===== config.mk =====
export PLATFORM = sky130hd
export DESIGN_NAME = out_uart_tx
export DESIGN_NICKNAME = d
export VERILOG_FILES = /design/src/rtl/out_uart_tx.sv
export SDC_FILE = /design/constraint.sdc
export NUM_CORES = 1
export LEC_CHECK = 0
export CAP_MARGIN = 5
export CORE_MARGIN = 1
export CORE_UTILIZATION = 45
export DETAILED_ROUTE_END_ITERATION = 8
export PLACE_DENSITY = 0.73
export SLEW_MARGIN = 40
export SYNTH_ARGS = -nofsm -noshare
export SYNTH_HDL_FRONTEND = slang
export SYNTH_SLANG_ARGS = --single-unit

===== constraint.sdc =====
create_clock -name clk -period 3.58 [get_ports clk]
set_input_delay 0.537 -clock clk [delete_from_list [all_inputs] [get_ports clk]]
set_output_delay 0.537 -clock clk [all_outputs]
set_load 0.02 [all_outputs]

===== src/rtl/out_uart_tx.sv =====
// OUT-instruction back end: buffers 16-bit words in a FIFO and sends each one
// on an 8N1 UART line, low byte first, stalling the pipeline when the FIFO is full.
module out_uart_tx #(
    parameter int DEPTH        = 8,
    parameter int CLKS_PER_BIT = 434
) (
    input  logic        clk,
    input  logic        reset,
    input  logic        out_en,
    input  logic [15:0] out_dat,
    input  logic        out_adv,
    output logic        out_stall,
    output logic        txd,
    output logic        tx_idle,
    output logic        ovf
);

    localparam int AW = $clog2(DEPTH);
    localparam int CW = AW + 1;
    localparam int BW = $clog2(CLKS_PER_BIT);

    typedef enum logic [1:0] {
        ST_IDLE  = 2'd0,
        ST_START = 2'd1,
        ST_DATA  = 2'd2,
        ST_STOP  = 2'd3
    } state_t;

    logic [15:0]   mem_r [DEPTH];
    logic [AW-1:0] wr_ptr_r;
    logic [AW-1:0] rd_ptr_r;
    logic [CW-1:0] count_r;
    logic          ovf_r;

    state_t        state_r;
    logic [15:0]   hold_r;
    logic          hi_r;
    logic [2:0]    bit_cnt_r;
    logic [BW-1:0] baud_cnt_r;
    logic          txd_r;

    logic full_s;
    logic empty_s;
    logic push_s;
    logic pop_s;
    logic baud_done_s;

    // Serial bit for position idx of the currently selected byte of the held word.
    function automatic logic sel_bit(input logic [15:0] w, input logic h, input logic [2:0] idx);
        logic [7:0] b;
        b = h ? w[15:8] : w[7:0];
        return b[idx];
    endfunction

    assign full_s      = (count_r == CW'(DEPTH));
    assign empty_s     = (count_r == {CW{1'b0}});
    assign push_s      = out_en & out_adv & ~full_s;
    assign pop_s       = (state_r == ST_IDLE) & ~empty_s;
    assign baud_done_s = (baud_cnt_r == BW'(CLKS_PER_BIT - 1));

    assign out_stall = out_en & full_s;
    assign tx_idle   = (state_r == ST_IDLE) & empty_s;
    assign txd       = txd_r;
    assign ovf       = ovf_r;

    // FIFO storage write port; contents need no reset since count gates every read.
    always_ff @(posedge clk) begin
        if (push_s) begin
            mem_r[wr_ptr_r] <= out_dat;
        end
    end

    // FIFO pointers, occupancy and the sticky overflow flag.
    always_ff @(posedge clk) begin
        if (reset) begin
            wr_ptr_r <= {AW{1'b0}};
            rd_ptr_r <= {AW{1'b0}};
            count_r  <= {CW{1'b0}};
            ovf_r    <= 1'b0;
        end else begin
            if (push_s) begin
                wr_ptr_r <= wr_ptr_r + AW'(1);
            end
            if (pop_s) begin
                rd_ptr_r <= rd_ptr_r + AW'(1);
            end
            case ({push_s, pop_s})
                2'b10:   count_r <= count_r + CW'(1);
                2'b01:   count_r <= count_r - CW'(1);
                default: count_r <= count_r;
            endcase
            if (out_en && out_adv && full_s) begin
                ovf_r <= 1'b1;
            end
        end
    end

    // Transmit FSM; txd is loaded with the value of the state being entered.
    always_ff @(posedge clk) begin
        if (reset) begin
            state_r    <= ST_IDLE;
            hold_r     <= 16'h0000;
            hi_r       <= 1'b0;
            bit_cnt_r  <= 3'd0;
            baud_cnt_r <= {BW{1'b0}};
            txd_r      <= 1'b1;
        end else begin
            case (state_r)
                ST_IDLE: begin
                    baud_cnt_r <= {BW{1'b0}};
                    bit_cnt_r  <= 3'd0;
                    txd_r      <= 1'b1;
                    if (!empty_s) begin
                        hold_r  <= mem_r[rd_ptr_r];
                        hi_r    <= 1'b0;
                        state_r <= ST_START;
                        txd_r   <= 1'b0;
                    end
                end
                ST_START: begin
                    if (baud_done_s) begin
                        baud_cnt_r <= {BW{1'b0}};
                        bit_cnt_r  <= 3'd0;
                        state_r    <= ST_DATA;
                        txd_r      <= sel_bit(hold_r, hi_r, 3'd0);
                    end else begin
                        baud_cnt_r <= baud_cnt_r + BW'(1);
                    end
                end
                ST_DATA: begin
                    if (baud_done_s) begin
                        baud_cnt_r <= {BW{1'b0}};
                        if (bit_cnt_r == 3'd7) begin
                            state_r <= ST_STOP;
                            txd_r   <= 1'b1;
                        end else begin
                            bit_cnt_r <= bit_cnt_r + 3'd1;
                            txd_r     <= sel_bit(hold_r, hi_r, bit_cnt_r + 3'd1);
                        end
                    end else begin
                        baud_cnt_r <= baud_cnt_r + BW'(1);
                    end
                end
                ST_STOP: begin
                    if (baud_done_s) begin
                        baud_cnt_r <= {BW{1'b0}};
                        if (!hi_r) begin
                            hi_r    <= 1'b1;
                            state_r <= ST_START;
                            txd_r   <= 1'b0;
                        end else begin
                            state_r <= ST_IDLE;
                            txd_r   <= 1'b1;
                        end
                    end else begin
                        baud_cnt_r <= baud_cnt_r + BW'(1);
                    end
                end
                default: begin
                    state_r <= ST_IDLE;
                    txd_r   <= 1'b1;
                end
            endcase
        end
    end

endmodule


# Yosys cells after proc, flatten, opt, wreduce, memory -nomap -nowiden
# Memory sizes are Yosys's and may differ from the RTL's. A register that Yosys moved wholly into a read port is not among the register bits.
# Index checks and enable logic that the tools add are counted.
totals:
  n_memories: 1
  ff_bits: 27
  ramBits: 128
  out_inout_bits: 4
  word_cells: 80
  inputBits: 20
op_classes:
  addsub: 6
  n_eq_ne: 14
  magnitude_cmp: 1
  n_reduce_logical: 13
  muxes: 29
  bitwise_logic: 7
memory_table:
  columns: ["memory", "words", "width", "rd", "rd_ports_with_merged_regs", "write_ports", "line", "rtl"]
  rows:
  - ["mem_r", 8, 16, 1, 1, 1, "29", "logic [15:0] mem_r [DEPTH];"]
op_table:
  columns: ["operator", "count"]
  rows:
  - ["one-hot mux 9 bit (2 select lines)", 1]
  - ["2-to-1 mux 1 bit", 12]
  - ["!= test 2 bit, second input constant", 6]
  - ["2-to-1 mux 2 bit", 5]
  - ["adder 3 x 1 -> 3 bit, second input constant", 3]
  - ["adder 9 x 1 -> 9 bit, second input constant", 1]
  - ["== test 9 bit, second input constant", 1]
  - ["2-to-1 mux 3 bit", 3]
  - ["2-to-1 mux 9 bit", 1]
  - ["one-hot mux 3 bit (3 select lines)", 1]
  - ["2-to-1 mux 8 bit", 1]
  - ["one-hot mux 2 bit (4 select lines)", 1]
  - ["one-hot mux 4 bit (2 select lines)", 1]
  - ["== test 2 bit, second input constant", 3]
  - ["AND reduction 3 bit", 2]
  - ["AND 1 bit", 5]
  - ["AND reduction 5 bit", 1]
  - ["adder 4 x 1 -> 4 bit, second input constant", 1]
  - ["== test 2 x 1 -> 1 bit, second input constant", 2]
  - ["== test 4 bit, second input constant", 1]
  - ["logical NOT 4 bit", 1]
  - ["less-than comparator 3 x 4 -> 1 bit, second input constant", 1]
  - ["one-hot mux 1 bit (4 select lines)", 1]
  - ["AND reduction 4 bit", 1]
  - ["other kinds (11)", 14]

# Depth between registers and ports, before layout
# Gate-level depths: netlist of run 1.
depth:
  ltp_word: 6
  mapped_depth: 12

# Least setup slack after synthesis of run 1
# Ideal clock, no wire load.
synth_path:
  path_type: "register -> register"
  from: "reg count_r[1]"
  to: "reg count_r[2]"
  arrival_ns: 2.499
  stages_incl_launch_ff: 13
  period_less_slack_ns: 2.569
  t_required_ns: 3.510
  slack_ns: 1.011
  cell_sequence: "dfxtp_1 -> buf_6 -> or4_4 -> and2_4 -> buf_6 -> buf_8 -> ha_1 -> xor2_1 -> ha_1 -> a21oi_1 -> xor2_1 -> or3_1 -> a21oi_1"
synth_between:
  elab_chain_len: 5
  word_cells_on_any_way: 12
synth_rtl:
  columns: ["element", "line", "rtl"]
  rows:
  - ["start: declaration", "32", "logic [CW-1:0] count_r;"]
  - ["start signal: assignment", "78", "count_r <= {CW{1'b0}};"]
  - ["start signal: assignment", "88", "2'b10: count_r <= count_r + CW'(1);"]
  - ["start signal: assignment", "89", "2'b01: count_r <= count_r - CW'(1);"]
  - ["logical NOT 4 bit (*)", "56", "assign empty_s = (count_r == {CW{1'b0}});"]
  - ["NOT 1 bit (no source line) (*)", null, null]
  - ["AND 1 bit (*)", "58", "assign pop_s = (state_r == ST_IDLE) & ~empty_s;"]
  - ["named net pop_s", "45", "logic pop_s;"]
  - ["== test 2 x 1 -> 1 bit or == test 2 bit (tied branches)", "87", "case ({push_s, pop_s})"]
  - ["one-hot mux 4 bit (2 select lines) or nonzero test 2 bit (tied branches)", null, null]
# Mark *: on every way through the listed nets, which the timed path passes. The rest lies on a longest branch.
# A chain may end at the register's enable or synchronous reset.

# Worst setup path in the final report of run 1
layout_path:
  from: "reg count_r[0]"
  to: "reg count_r[2]"
layout_between:
  elab_chain_len: 5
  word_cells_on_any_way: 12
layout_rtl:
  columns: ["element", "line"]
  rows:
  - ["== test 4 bit or logical NOT 4 bit (tied branches)", "55, 56"]
  - ["NOT 1 bit, on equally long branches", null]
  - ["AND 1 bit, on equally long branches", "57, 58"]
  - ["== test 2 x 1 -> 1 bit or == test 2 bit (tied branches)", "87"]
  - ["one-hot mux 4 bit (2 select lines) or nonzero test 2 bit (tied branches)", null]
# Several ways; a longest one is shown, not always the timed one.

==> flow_metrics.tcl, run 1 <==
set metrics [dict create \
    place_congestion 0.7889 \
    intPower_w 0.003978 \
    cap_violations 0 \
    grt_max_degree 39 \
    cp_slowest_cell "or4_4" \
    power_frac_comb_pct 20.4 \
    root_buffer "clkbuf_16" \
    htreeDepth 4 \
    outcome "finished, final reports clean" \
    instances_no_fill 682 \
    grt-ovfl-total 0 \
    hold_class "register to register" \
    cts-buffers-inserted 17 \
    die_x_um 127.7 \
    grt.busiest_layer "met2" \
    synthCells 425 \
    io_buffers 23 \
    finalCriticalPeriod_ps 2683 \
    fin_util_pct 53.32 \
    synth_top_area_share_pct 54.03 \
    hold_buffers 0 \
    syn_avg_cell_area_um2 16.74 \
    pin_count 24 \
    clkPwrFrac_pct 35.1 \
    cts_tree "done" \
    cp.required_ps 3940 \
    slew_headroom_pct 50.80 \
    ant_nets 0 \
    slowest_delay_ps 550 \
    fin_nets 493 \
    hold_path_depth 2 \
    floorplan.initialDensity_pct 46.45 \
    synth_cell_types 42 \
    rsz0062_at_grt "false" \
    synth_warnings 0 \
    wl_per_cell_um 18.70 \
    synthesis.area_um2 7114 \
    critPathKind "register to register" \
    finalCritPeriodShare_pct 74.96 \
    hold_violations 0 \
    grtUsageTotal_pct 17.11 \
    grt_pass1_wl_mm 20.31 \
    area_growth_pct 14.77 \
    grt_use_met1_pct 21.87 \
    ys_seq_elements 171 \
    crit_path_cell_trace "or4_4 > and2_4 > ha_1 > xor2_1 > ha_1 > a21oi_1 > xor2_1 > or3_1 > a21oi_1" \
    vias_per_cell 5.361 \
    use_met3_pct 4.674 \
    core_area_um2 15310 \
    cts_setup_buffers 0 \
    met2_usage_pct 28.68 \
    cts.clk_slew.worst_paths_ps 60 \
    multiInputGateArea_um2 2202 \
    leakagePower_nw 2.657 \
    reg2regPathDepth 9 \
    path_buf_inv 0 \
    finalSetupViolCount 0 \
    peakVddDrop_mv 0.5937 \
    grt_pass1_vias 3714 \
    ctsResizeCount 0 \
    start_kind "register" \
    clockBufferDepth 2 \
    switching_share_pct 27.15 \
    vias 3656 \
    dieHeight_um 127.7 \
    drive_gt1_share_pct 19.11 \
    crit_fanout 38 \
    num_antenna_cells 0 \
    drt-initial-drc-count 223 \
    p_per_area_nw_per_um2 668.7 \
    dp_hpwl_mm 8.024 \
    totalWireLength_mm 12.75 \
    dieArea_um2 16320 \
    p_seq_share_pct 44.5 \
    firstDrtPassIters 4 \
    clock-sinks 171 \
    fillers 1228 \
    max_freq_ghz 0.3727 \
    syn_nets 459 \
    clkLatencyLatePin_ps 430 \
    end_kind "register" \
    cp_num_cells 9 \
    synth_top_area_cell "edfxtp_1" \
    ff_latch_area_um2 4711 \
    dp_cells 651 \
    skew_ps 8.305 \
    slew_violations 0 \
    tightest_slew_ps 735.8 \
    critPathArrivalTime_ps 3040 \
    synth_area_leaders "edfxtp_1 (54%), dfxtp_1 (12%), mux4_2 (7.0%), mux4_1 (4.8%), mux2i_1 (3.5%)" \
    row_count 45 \
    finalSetupTns_ps 0 \
    path_delay_family "simple AND/OR/NAND/NOR gates" \
    post-route-drc-count 0 \
    seq_area_frac_synth_pct 66.13 \
    switchingPower_w 0.001482 \
    antenna_found_initial 0 \
]
[synthesized netlist by cell type (all sizes together)]
cell type,number
dfxtp,43
nand2,14
or4,1
o21bai,1
xor2,8
o21ai,4
nand4,3
a211oi,18
nand2b,5
nand3,5
buf,14
a41oi,1
a21oi,15
edfxtp,128
mux2i,25
nor2,47
and2,4
nor3,6
and4bb,1
nand4b,1
nand3b,1
a221oi,1
or3,2
nor2b,2
clkbuf,7
and4b,1
xnor2,6
inv,8
nor4,1
ha,14
a31oi,1
mux2,1
mux4,35
and3,1
[power groups by stage]
stage | clock (W) | combinational (W) | sequential, W
2_1_floorplan | 0 | 0.00102 | 0.00236
3_3_place_gp | 0 | 0.00109 | 0.00246
3_5_place_dp | 0 | 0.00111 | 0.00247
4_1_cts | 0.00194 | 0.00112 | 0.00243
5_1_grt | 0.00202 | 0.00123 | 0.00245
6_report | 0.00192 | 0.00111 | 0.00243
[flip-flops by register name, indices dropped and copies added, names as in the netlist, 2 cells and up]
signal      count
mem_r         128
baud_cnt_r      9
count_r         4
rd_ptr_r        3
wr_ptr_r        3
state_r         2
hold_r         16
bit_cnt_r       3
[cell usage in the layout, fill, tap and decap left out, types with 6 or more instances in the layout]
cell type        Yosys  routed
mux4_2              22      22
a211oi_2            17      17
clkbuf_16            0      17
dfxtp_1             43      40
mux2i_1             25      25
clkdlybuf4s50_1      0      23
buf_4                2      12
xor2_1               8       8
nand2_1             14      14
ha_1                14      14
mux4_1              13      13
a21oi_1             15      15
inv_1                8       8
xnor2_1              6       6
edfxtp_1           128     128
nor2_1              47      47
[logic make-up (layout without fill, tap and decap cells)]
kind of cell,count (synthesis),after routing,synth area share [%]
AOI/OAI and AO/OA,41,41,4.872
xor gates and xnor gates,14,14,1.724
adders and majority gates,14,14,2.462
buffers and inverters,29,75,3.060
DFF,171,171,66.13
muxes,61,61,15.44
and+or+nand+nor,95,95,6.314
[final timing paths]
path | start | to | slack (ps)
max reg2reg | count_r[0] | count_r[2] | 900
min reg2reg | ovf | ovf | 480
max | count_r[0] | count_r[2] | 900
min | ovf | ovf | 480
[metal layers]
metal | routed length, um | up-vias
met5 | 0 | -
met4 | 170 | 0
met3 | 472 | 18
met2 | 6432 | 63
met1 | 5677 | 1860
li1 | - | 1715
[through the flow]
stage	hold WS, ps	total power, W	worst slack (ps)	area [um2]
2_1_floorplan	445.2	0.003380	1011	7114
3_3_place_gp	458.9	0.003550	672.4	7543
3_5_place_dp	474.6	0.003585	572.5	7547
4_1_cts	489.3	0.005502	895.0	8165
5_1_grt	529.1	0.005698	777.6	8165
6_report	478.6	0.005460	896.6	8165
[area by class of cell]
class	count	area share [%]
Timing Repair Buffer	36	4.168
Clock buffer	18	5.256
Tap cell	211	3.233
Multi-Input combinational cell	225	26.97
Clock inverter	13	2.314
Sequential cell	171	57.69
Inverter	8	0.3678
[worst min-delay path, stage by stage (launching register included)]
cell     delay (ps)
dfxtp_1         330
a41oi_1          40
nor2_1           70
No activity file was read; power rests on OpenSTA's default activity.
==> run 2: changes to the inputs <==
clock period = 2.6 ns   (was 3.58 ns; I/O delays follow)
==> run 2 against run 1 <==
Cell area grew 1.2%. Clock-buffer cell count shrank 1. Power rose by 38%. Non-clock buffer count is 12 higher. Final cell count up 1.9%. Clock skew down 0.74 ps. Flip-flop and latch count is the same. Critical path depth decreased by 4. Register-to-register slack got worse by 670 ps. Highest routed layer unchanged.
==> flow_metrics.tcl, run 2 (synthesis results as in run 1) <==
set metrics [dict create \
    floorplan.initialDensity_pct 46.45 \
    end_kind "output port" \
    start_kind "register" \
    hold_path.startpoint "ovf" \
    reg2reg_slack_ps 230 \
    area_growth_pct 16.14 \
    hold_end "ovf" \
    slew_violations 0 \
    critPathArrivalTime_ps 2070 \
    instances_no_fill 695 \
    drive_gt1_share_pct 21.07 \
    grt_max_degree 37 \
    largest_register_ffs 128 \
    dieArea_um2 16320 \
    grtUsageTotal_pct 16.95 \
    grt-ovfl-total 0 \
    wl_per_cell_um 18.01 \
    htreeDepth 4 \
    rsz0062_at_grt "false" \
    dieHeight_um 127.7 \
    ctsResizeCount 0 \
    pre_cts_ws_ps -44.84 \
    cts.clk_slew.worst_paths_ps 60 \
    clock-sinks 171 \
    row_count 45 \
    mostFrequentLayoutCell "edfxtp_1" \
    cts_setup_buffers 0 \
    peakVddDrop_mv 0.5625 \
    vias 3694 \
    reg2regPathDepth 9 \
    cts_tree "done" \
    finalCriticalPeriod_ps 2461 \
    finalCritPeriodShare_pct 94.64 \
    fin_nets 505 \
    die_x_um 127.7 \
    pin_count 24 \
    num_antenna_cells 0 \
    regMostFlops "mem_r" \
    r2r_end "count_r[2]" \
    layout_common_cells "edfxtp_1 (128), nor2_1 (47), dfxtp_1 (42)" \
    finalSetupTns_ps 0 \
    hold_slack_ps 469.5 \
    post-route-drc-count 0 \
    drt-initial-drc-count 216 \
    clkLatencyLatePin_ps 430 \
    p_per_area_nw_per_um2 910.7 \
    grt_pass1_wl_mm 20.18 \
    cts-buffers-inserted 17 \
    hold_violations 0 \
    clockBufferDepth 2 \
    max_freq_ghz 0.4064 \
    skew_ps 7.570 \
    tightest_slew_ps 478.1 \
    dp_hpwl_mm 7.868 \
    p_total_w 0.007525 \
    cp.required_ps 2210 \
    cap_violations 0 \
    root_buffer "clkbuf_16" \
    dp_cells 663 \
    crit_fanout 5 \
    hold_path_depth 2 \
    ant_nets 0 \
    totalWireLength_mm 12.52 \
    outcome "finished, final reports clean" \
    finalSetupViolCount 0 \
    firstDrtPassIters 4 \
    worst_slack_ps 139.4 \
    antenna_found_initial 0 \
    critPathKind "register to output port" \
    slew_headroom_pct 68.12 \
    r2r-start "count_r[3]" \
    leakagePower_nw 2.725 \
    vias_per_cell 5.315 \
    core_area_um2 15310 \
    hold_buffers 0 \
    hold_class "register to register" \
    place_congestion 0.7883 \
    largestRegisters "mem_r: 128 flops, hold_r: 16 flops, baud_cnt_r: 9 flops" \
    io_buffers 23 \
    grt_pass1_vias 3789 \
]
==> run 2: changes by cell type in the layout (fill, tap and decap cells not counted), sizes merged <==
cell      change
clkbuf        -1
buf          +12
bufinv        -1
inv           +3
clkinv        +1
clkinvlp      -1
==> run 2: layout make-up <==
class | count | area (um2)
fillers | 1226 | 7052
flip-flops and latches | 171 | 4706
multi-input cells | 225 | 2207
repair buffers | 48 | 442.9
clock buffers | 17 | 425.4
well taps | 211 | 264.0
clock inverters | 15 | 187.7
inverters | 8 | 30.03
==> run 2: worst max path at each step <==
stage                          start  slack, ps    endpoint  cells after the start
after floorplan           count_r[1]         30  count_r[2]                     12
after global placement        out_en         60  count_r[2]                     11
after detailed placement      out_en        -40  count_r[2]                     11
after CTS                 count_r[3]        110     tx_idle                      5
after global routing      count_r[3]         70     tx_idle                      5
final                     count_r[3]        140     tx_idle                      5
==> run 2: through the flow <==
step                      area [um2]  utilization, %
final                           8263           53.95
after detailed placement        7645           49.92
after global placement          7645           49.92
after floorplan                 7114               -
after global routing            8263           53.95
after CTS                       8258           53.92
==> run 2: per-layer routing <==
metal	vias to the layer above	track usage, %	part of all wire [%]
li1	1734	-	-
met1	1886	20.78	43
met2	61	29.00	52
met3	13	4.341	3.7
met4	0	6.228	1.2
met5	-	0	0
==> run 2: power by group <==
group	internal [W]	total, W	switching (W)
Clock	0.00153	0.00261	0.00108
Combinational	0.000797	0.00169	0.000892
Sequential	0.00311	0.00322	0.000116
==> run 2: worst max-delay path, stage by stage, from the launching register on <==
cell and delay, ps:
dfxtp_1 310, buf_4 150, nor4_1 320, nand2_1 120, inv_1 120, clkdlybuf4s50_1 630
==> run 3: changes to the inputs <==
CORE_UTILIZATION = 38   (was 45)
PLACE_DENSITY = 0.65   (was 0.73)
==> run 3 against run 2 <==
The flow now finishes with violations (design-rule violations). Flip-flop and latch count stayed put. Utilization is 8.3 points lower. Global-route usage is 2.5 points lower. Register-to-register slack worse by 90 ps. Clock skew is 3.5 ps higher. Worst setup slack worse by 3.5 ps. Clock-buffer cell count stayed put. Combinational power hardly changed. Sequential power hardly changed. Fmax is 0.14% lower. Cell area is 0.29% higher. Via count hardly changed. Largest cell class unchanged.
==> flow_metrics.tcl, run 3 (synthesis results as in run 1) <==
set metrics [dict create \
    outcome "finished with violations" \
    violations "design-rule violations" \
    cp.required_ps 2960 \
    grtUsageTotal_pct 14.44 \
    r2r_end "count_r[2]" \
    drive_gt1_share_pct 19.96 \
    crit_fanout 8 \
    largestRegisters "mem_r: 128 flops, hold_r: 16 flops, baud_cnt_r: 9 flops" \
    finalSetupViolCount 0 \
    row_count 49 \
    wl_per_cell_um 18.16 \
    reg2reg_slack_ps 140 \
    end_kind "register" \
    clockBufferDepth 2 \
    antenna_found_initial 0 \
    cts_setup_buffers 0 \
    peakVddDrop_mv 0.6179 \
    slew_headroom_pct 66.42 \
    root_buffer "clkbuf_16" \
    cts.clk_slew.worst_paths_ps 70 \
    dieArea_um2 19270 \
    clock-sinks 171 \
    grt_pass1_vias 3769 \
    hold_violations 0 \
    htreeDepth 4 \
    place_congestion 0.7555 \
    totalWireLength_mm 12.80 \
    crit_path_start "count_r[1]" \
    finalCriticalPeriod_ps 2464 \
    finalSetupTns_ps 0 \
    layout_common_cells "edfxtp_1 (128), nor2_1 (47), dfxtp_1 (42)" \
    fin_nets 497 \
    cap_violations 0 \
    area_growth_pct 16.48 \
    slew_violations 0 \
    pin_count 24 \
    critPathArrivalTime_ps 2830 \
    cts-buffers-inserted 17 \
    ctsResizeCount 0 \
    core_area_um2 18150 \
    mostFrequentLayoutCell "edfxtp_1" \
    reg2regPathDepth 9 \
    vias 3696 \
    floorplan.initialDensity_pct 39.20 \
    num_antenna_cells 0 \
    firstDrtPassIters 8 \
    grt_pass1_wl_mm 20.50 \
    start_kind "register" \
    io_buffers 23 \
    critPathKind "register to register" \
    rsz0062_at_grt "false" \
    tightest_slew_ps 503.1 \
    clkLatencyLatePin_ps 430 \
    r2r-start "count_r[1]" \
    largest_register_ffs 128 \
    finalCritPeriodShare_pct 94.77 \
    skew_ps 11.05 \
    die_x_um 138.8 \
    drt-initial-drc-count 194 \
    dp_hpwl_mm 7.683 \
    endpoint "count_r[2]" \
    post-route-drc-count 1 \
    max_freq_ghz 0.4058 \
    grt-ovfl-total 0 \
    vias_per_cell 5.243 \
    hold_class "input port to register" \
    dieHeight_um 138.8 \
    leakagePower_nw 2.686 \
    grt_max_degree 37 \
    hold_buffers 0 \
    regMostFlops "mem_r" \
    p_total_w 0.007460 \
    p_per_area_nw_per_um2 900.3 \
    cts_tree "done" \
    ant_nets 0 \
]
run 3: cell count changes in the layout (fill, tap and decap cells not counted), moves of 2 or more:
cell / delta
buf_4: -14
clkinv_8: +2
buf_12: +6
clkinvlp_4: +2
run 3: worst min-delay path by stage:
stage | start | endpoint | slack, ps | cells past startpoint
5_1_grt | reset | baud_cnt_r[1] | 470 | 3
3_5_place_dp | ovf | ovf | 470 | 2
3_3_place_gp | baud_cnt_r[0] | baud_cnt_r[0] | 460 | 1
4_1_cts | reset | baud_cnt_r[7] | 430 | 3
2_1_floorplan | baud_cnt_r[0] | baud_cnt_r[0] | 450 | 1
6_report | reset | baud_cnt_r[1] | 440 | 3
run 3: layer usage:
metal | up-vias | GRT usage [%] | part of all wire [%]
met3 | 14 | 4.213 | 3.6
met5 | - | 0 | 0
met1 | 1884 | 17.08 | 43
met2 | 69 | 24.51 | 52
met4 | 0 | 6.316 | 1.6
li1 | 1729 | - | -
run 3: worst max-delay path, cell delays in order (launching register included):
cell and delay, ps:
dfxtp_1 390, or4_4 510, and2_4 190, ha_1 250
xor2_1 170, ha_1 200, a21oi_1 150, xor2_1 90
or3_1 300, a21oi_1 130
run 3: final cells by class:
type	count	area, um2
fill	1587	9861
sequential	171	4706
multi-input combinational	225	2202
timing repair buffer	40	452.9
clock buffer	17	425.4
tap	229	286.5
clock inverter	15	183.9
inverter	8	30.03
run 3: where the power goes:
part | leakage, nW | switching [W] | total (W) | internal [W]
Clock | 0.288 | 0.00109 | 0.00254 | 0.00145
Sequential | 1.51 | 0.000133 | 0.00324 | 0.00311
Combinational | 0.890 | 0.000880 | 0.00168 | 0.000798
Total | 2.69 | 0.00211 | 0.00746 | 0.00535
run 3: per-stage QoR:
step / cells / area, um2 / utilization [%] / hold slack [ps] / setup WS, ps
floorplan: 425 / 7114 / - / 445.2 / 31.21
CTS: 705 / 8287 / 45.66 / 432.4 / 143.8
global placement: 673 / 7677 / 42.31 / 457.5 / 131.0
finish: 705 / 8287 / 45.66 / 438.7 / 136.0
global route: 705 / 8287 / 45.66 / 468.0 / 17.80
detailed placement: 673 / 7677 / 42.31 / 467.5 / 33.64
